==> src/rtl/his_builder_fsm.sv <==
// Per-pixel coarse time-of-flight histogram builder with streaming peak tracking.
// Each completed frame publishes every pixel's peak bin and then clears the histograms.
module his_builder_fsm #(
  parameter int Np                = 10,
  parameter int PIXEL_NUM_PER_RAM = 3,
  parameter int ACQ_NUM           = 2,
  parameter int DATA_NUM          = 2,
  parameter int BIN_BITS          = 5,
  parameter int CNT_W             = 8
) (
  input  logic          clk,
  input  logic          res,
  input  logic          wrEn,
  input  logic [Np-1:0] data,
  output logic [Np-1:0] peakResult [PIXEL_NUM_PER_RAM],
  output logic          stateDbg
);

  // valid/ready: there is no ready; a sample is consumed on every rising edge with wrEn high.

  localparam int SMP_W   = (DATA_NUM > 1) ? $clog2(DATA_NUM) : 1;
  localparam int PIX_W   = (PIXEL_NUM_PER_RAM > 1) ? $clog2(PIXEL_NUM_PER_RAM) : 1;
  localparam int ACQ_W   = (ACQ_NUM > 1) ? $clog2(ACQ_NUM) : 1;
  localparam int NUM_BIN = 1 << BIN_BITS;

  typedef enum logic {IDLE = 1'b0, ACCUM = 1'b1} state_t;

  state_t state, stateNext;

  logic [SMP_W-1:0]    smp;
  logic [PIX_W-1:0]    pix;
  logic [ACQ_W-1:0]    acq;
  logic [CNT_W-1:0]    hist   [PIXEL_NUM_PER_RAM][NUM_BIN];
  logic [CNT_W-1:0]    maxCnt [PIXEL_NUM_PER_RAM];
  logic [BIN_BITS-1:0] maxBin [PIXEL_NUM_PER_RAM];
  logic [BIN_BITS-1:0] binNext[PIXEL_NUM_PER_RAM];

  logic                accept;
  logic                hit;
  logic                lastSmp, lastPix, lastAcq;
  logic                frameEnd;
  logic [BIN_BITS-1:0] bin;
  logic [CNT_W-1:0]    curCnt;
  logic [CNT_W-1:0]    newCnt;

  // State register
  always_ff @(posedge clk or negedge res) begin
    if (!res) state <= IDLE;
    else      state <= stateNext;
  end

  // Next-state logic: samples are accepted in both states, IDLE only marks "nothing seen yet"
  always_comb begin
    stateNext = state;
    case (state)
      IDLE:    if (wrEn) stateNext = ACCUM;
      ACCUM:   stateNext = ACCUM;
      default: stateNext = IDLE;
    endcase
  end

  // Output / datapath control
  always_comb begin
    accept   = wrEn;
    hit      = wrEn && (data != '0);
    lastSmp  = (smp == SMP_W'(DATA_NUM - 1));
    lastPix  = (pix == PIX_W'(PIXEL_NUM_PER_RAM - 1));
    lastAcq  = (acq == ACQ_W'(ACQ_NUM - 1));
    frameEnd = accept && lastSmp && lastPix && lastAcq;
    stateDbg = state;
  end

  assign bin    = data[Np-1 -: BIN_BITS];
  assign curCnt = hist[pix][bin];
  assign newCnt = (curCnt == {CNT_W{1'b1}}) ? curCnt : curCnt + 1'b1;

  // Tracker values including the current sample, so the publish sees the frame's last hit
  always_comb begin
    for (int p = 0; p < PIXEL_NUM_PER_RAM; p++) begin
      binNext[p] = maxBin[p];
      if (hit && (pix == PIX_W'(p)) && (newCnt > maxCnt[p])) binNext[p] = bin;
    end
  end

  always_ff @(posedge clk or negedge res) begin
    if (!res) begin
      smp <= '0;
      pix <= '0;
      acq <= '0;
    end else if (accept) begin
      if (lastSmp) begin
        smp <= '0;
        if (lastPix) begin
          pix <= '0;
          acq <= lastAcq ? '0 : acq + 1'b1;
        end else begin
          pix <= pix + 1'b1;
        end
      end else begin
        smp <= smp + 1'b1;
      end
    end
  end

  always_ff @(posedge clk or negedge res) begin
    if (!res) begin
      for (int p = 0; p < PIXEL_NUM_PER_RAM; p++) begin
        for (int b = 0; b < NUM_BIN; b++) hist[p][b] <= '0;
        maxCnt[p]     <= '0;
        maxBin[p]     <= '0;
        peakResult[p] <= '0;
      end
    end else if (frameEnd) begin
      for (int p = 0; p < PIXEL_NUM_PER_RAM; p++) begin
        for (int b = 0; b < NUM_BIN; b++) hist[p][b] <= '0;
        maxCnt[p]     <= '0;
        maxBin[p]     <= '0;
        peakResult[p] <= {binNext[p], {(Np-BIN_BITS){1'b0}}};
      end
    end else if (hit) begin
      hist[pix][bin] <= newCnt;
      // Strictly greater: on a tie the bin that reached the count first keeps the peak
      if (newCnt > maxCnt[pix]) begin
        maxCnt[pix] <= newCnt;
        maxBin[pix] <= bin;
      end
    end
  end

endmodule

==> config.mk <==
export PLATFORM = sky130hd
export DESIGN_NAME = his_builder_fsm
export DESIGN_NICKNAME = d
export VERILOG_FILES = /design/src/rtl/his_builder_fsm.sv
export SDC_FILE = /design/constraint.sdc
export NUM_CORES = 2
export LEC_CHECK = 0
export CAP_MARGIN = 20
export CORE_AREA = 2 2 281 283
export CTS_BUF_LIST = sky130_fd_sc_hd__clkbuf_4 sky130_fd_sc_hd__clkbuf_8 sky130_fd_sc_hd__clkbuf_16
export DETAILED_ROUTE_END_ITERATION = 10
export DIE_AREA = 0 0 283 285
export PLACE_DENSITY = 0.64
export SLEW_MARGIN = 5
export SYNTH_ARGS = -nofsm -noshare
export SYNTH_HDL_FRONTEND = slang
export SYNTH_SLANG_ARGS = --single-unit
==> constraint.sdc <==
create_clock -name clk -period 8 [get_ports clk]
set_input_delay 1.6 -clock clk [delete_from_list [all_inputs] [get_ports clk]]
set_output_delay 1.6 -clock clk [all_outputs]
set_load 0.01 [all_outputs]
==> impl_metrics.json <==
{
  "status": "completed",
  "arrival_ns": 7.89,
  "layout-drive-gt1-share_pct": 13.74,
  "cp-start-kind": "input port",
  "hold_viol_final": 0,
  "cts.sinks": 827,
  "crit_top_cell": "buf_4",
  "wl_um": 133900,
  "clk_path_buf_depth": 3,
  "rsz0062_at_grt": "false",
  "gr-usage-all-layers_pct": 32.82,
  "clkPwrFrac_pct": 30.5,
  "post_drt_via_cell_ratio": 6.668,
  "final_cell_mix": "dfrtp_1, nand3_1, o21ai_0, nand2_1, mux2_2",
  "gr-total-overflow": 0,
  "dr.pass1.iters": 6,
  "cts_max_level": 3,
  "grt_pass1_wl_um": 204600,
  "syn_avg_cell_area_um2": 9.698,
  "diodes": 0,
  "vias": 33600,
  "ant_nets": 0,
  "antenna_found_initial": 6,
  "min_period_ns": 7.337,
  "yosysUniqueCellTypes": 66,
  "area_delta_synth_final_pct": 9.909,
  "ys_async_sr_fraction_pct": 100.0,
  "skew_ns": 0.03559,
  "cts_tree": "done",
  "die_w_um": 283,
  "cts_root_buf": "clkbuf_16",
  "drc": 0,
  "seq_area_frac_synth_pct": 51.72,
  "power_leakage_uw": 0.01894,
  "intPower_uw": 9058,
  "syn_inst": 4126,
  "slew_viol_final": 0,
  "initialDrtViolationCount": 4403,
  "dpl.hpwl_um": 80020,
  "die-height_um": 285,
  "finalCoreUtilization_pct": 56.41,
  "wl_per_cell_um": 26.57,
  "crit_required_ns": 8.56,
  "p_per_area_nw_per_um2": 319.5,
  "synth_area_leader_cell": "dfrtp_1",
  "syn-cell-area_um2": 40010,
  "ys_dominant_reg_cell": "dfrtp_1",
  "final_common_cell": "dfrtp_1",
  "crit_chain": "clkdlybuf4s50_1 -> or2_1 -> buf_4 -> nor3_1 -> nand3_1 -> nand4_1 -> or4_1 -> ha_1 -> nand2_1 -> nor4_4 -> buf_4 -> o21ai_4 -> inv_1 -> ha_1 -> a21o_1 -> a21o_1 -> a21oi_1 -> o21ai_0 -> o211a_1 -> nand2b_1 -> buf_4 -> nand3_1 -> o21ai_0",
  "postCtsSetupRepairBufs": 0,
  "comb_power_share_pct": 29.3,
  "seqPwrFrac_pct": 40.2,
  "max_slew_margin_pct": 21.06,
  "ir_worst_vdd_mv": 0.2283,
  "max_freq_mhz": 136.3,
  "dieArea_um2": 80660,
  "setup_viol": 0,
  "maxCapViolCount": 0,
  "hold_path.class": "flop to flop",
  "tightest_slew_ns": 1.174,
  "nNetsFinal": 3948,
  "synth_top_area_share_pct": 51.72,
  "crit_slowest_cell": "clkdlybuf4s50_1",
  "p_total_uw": 14050,
  "initial_core_util_pct": 51.32,
  "io_buffers": 28,
  "clk_latency_ns": 0.65,
  "critical_path.endpoint_type": "flop",
  "grt_max_degree": 202,
  "cp_max_fo": 15,
  "cts_resized": 0,
  "grt_pass1_vias": 31970,
  "ys_ff_latch": 827,
  "min_period_over_period_pct": 91.71,
  "cts_hold_buf": 0,
  "ys_top_cells_by_area": "dfrtp_1, nand3_1, o21ai_0",
  "power.share.switching_pct": 35.55,
  "power.switching_uw": 4995,
  "worstSetupPathType": "input port to flop",
  "cts_buffers": 90,
  "max_stage_delay_ns": 0.67,
  "ios": 44,
  "gp_congestion": 0.9155,
  "core_um2": 77970,
  "rows": 103,
  "yosys_warnings": 0,
  "synth-edff-count": 0,
  "path_clk_slew_ns": 0.06,
  "tns_ns": 0
}
==> final timing paths <==
check	startpoint	to	cells past startpoint	slack [ns]
setup / recovery	data[9]	maxCnt[23]	23	0.66
hold / removal	lastSmp	lastSmp	1	0.47
setup reg to reg	pix[0]	maxCnt[23]	25	1.31
hold reg to reg	lastSmp	lastSmp	1	0.47
max in group asynchronous	res	hist[165]	2	5.32
min in group asynchronous	res	hist[683]	1	1.11
==> kinds of logic after synthesis <==
family	Yosys count	share of synthesized area, %
other cells	1	0.009372
buf+inv	477	5.128
fa+ha+maj	17	0.5316
mux	280	7.742
simple gates	1311	16.04
compound gates	1209	18.74
flops	827	51.72
xor+xnor	4	0.08757
==> flip-flops by register name (all words and copies together) (netlist names) <==
| register | cells |
|---|---|
| acq | 1 |
| hist | 768 |
| lastSmp | 1 |
| maxBin | 15 |
| maxCnt | 24 |
| peakResult | 15 |
| pix | 2 |
| stateDbg | 1 |
==> metal layers <==
layer / global-route usage [%] / wire, µm / vias up / part of all wire, %
met1: 46.63 / 55780 / 16630 / 42
met2: 49.06 / 59100 / 1758 / 44
li1: - / - / 14870 / -
met4: 13.50 / 5895 / 4 / 4.4
met5: 0 / 27 / - / 0.020
met3: 6.944 / 13090 / 343 / 9.8
==> per-stage QoR <==
step / setup WS (ns) / hold slack, ns / instance area [µm²] / cells
3_3_place_gp: 0.2263 / 0.4531 / 40910 / 4875
3_5_place_dp: 0.1988 / 0.4588 / 40920 / 4876
6_report: 0.6629 / 0.4670 / 43980 / 5039
4_1_cts: 0.8579 / 0.4711 / 43980 / 5039
5_1_grt: 0.3448 / 0.4969 / 43980 / 5039
2_1_floorplan: 0.7817 / 0.4385 / 40070 / 4140
==> layout make-up <==
class,count,area [µm²]
timing repair buffer,145,1370
tap,1050,1314
inverter,18,77.57
clock buffer,139,2836
sequential,827,20700
clock inverter,24,224.0
multi-input combinational,2836,17460
fill,6937,33990
==> synth_stat cells, types with 33 or more instances <==
| master | n |
|---|---|
| buf_2 | 74 |
| a221o_1 | 51 |
| clkbuf_1 | 328 |
| o31ai_1 | 63 |
| nor3_1 | 37 |
| a21oi_1 | 152 |
| nand3_1 | 754 |
| o21ai_0 | 615 |
| nand2_1 | 308 |
| buf_4 | 35 |
| o211ai_1 | 33 |
| mux2i_1 | 44 |
| a221oi_1 | 183 |
| dfrtp_1 | 827 |
| nor2_1 | 56 |
| mux2_2 | 221 |
| or4_1 | 65 |
==> power by group through the flow <==
stage                     registers (µW)  logic [µW]  clock network, µW
after floorplan                     5520        2670                  0
after global placement              5690        3980                  0
after detailed placement            5710        4020                  0
after CTS                           5650        4040               4330
after global routing                5760        4410               4490
final                               5650        4110               4290
==> critical path, delay by kind of cell <==
kind | cells | cell delay (ns)
buf+inv | 5 | 1.59
simple gates | 9 | 3.12
fa+ha+maj | 2 | 0.61
compound gates | 7 | 0.96
Note: power is estimated with default switching activity, not from simulation.
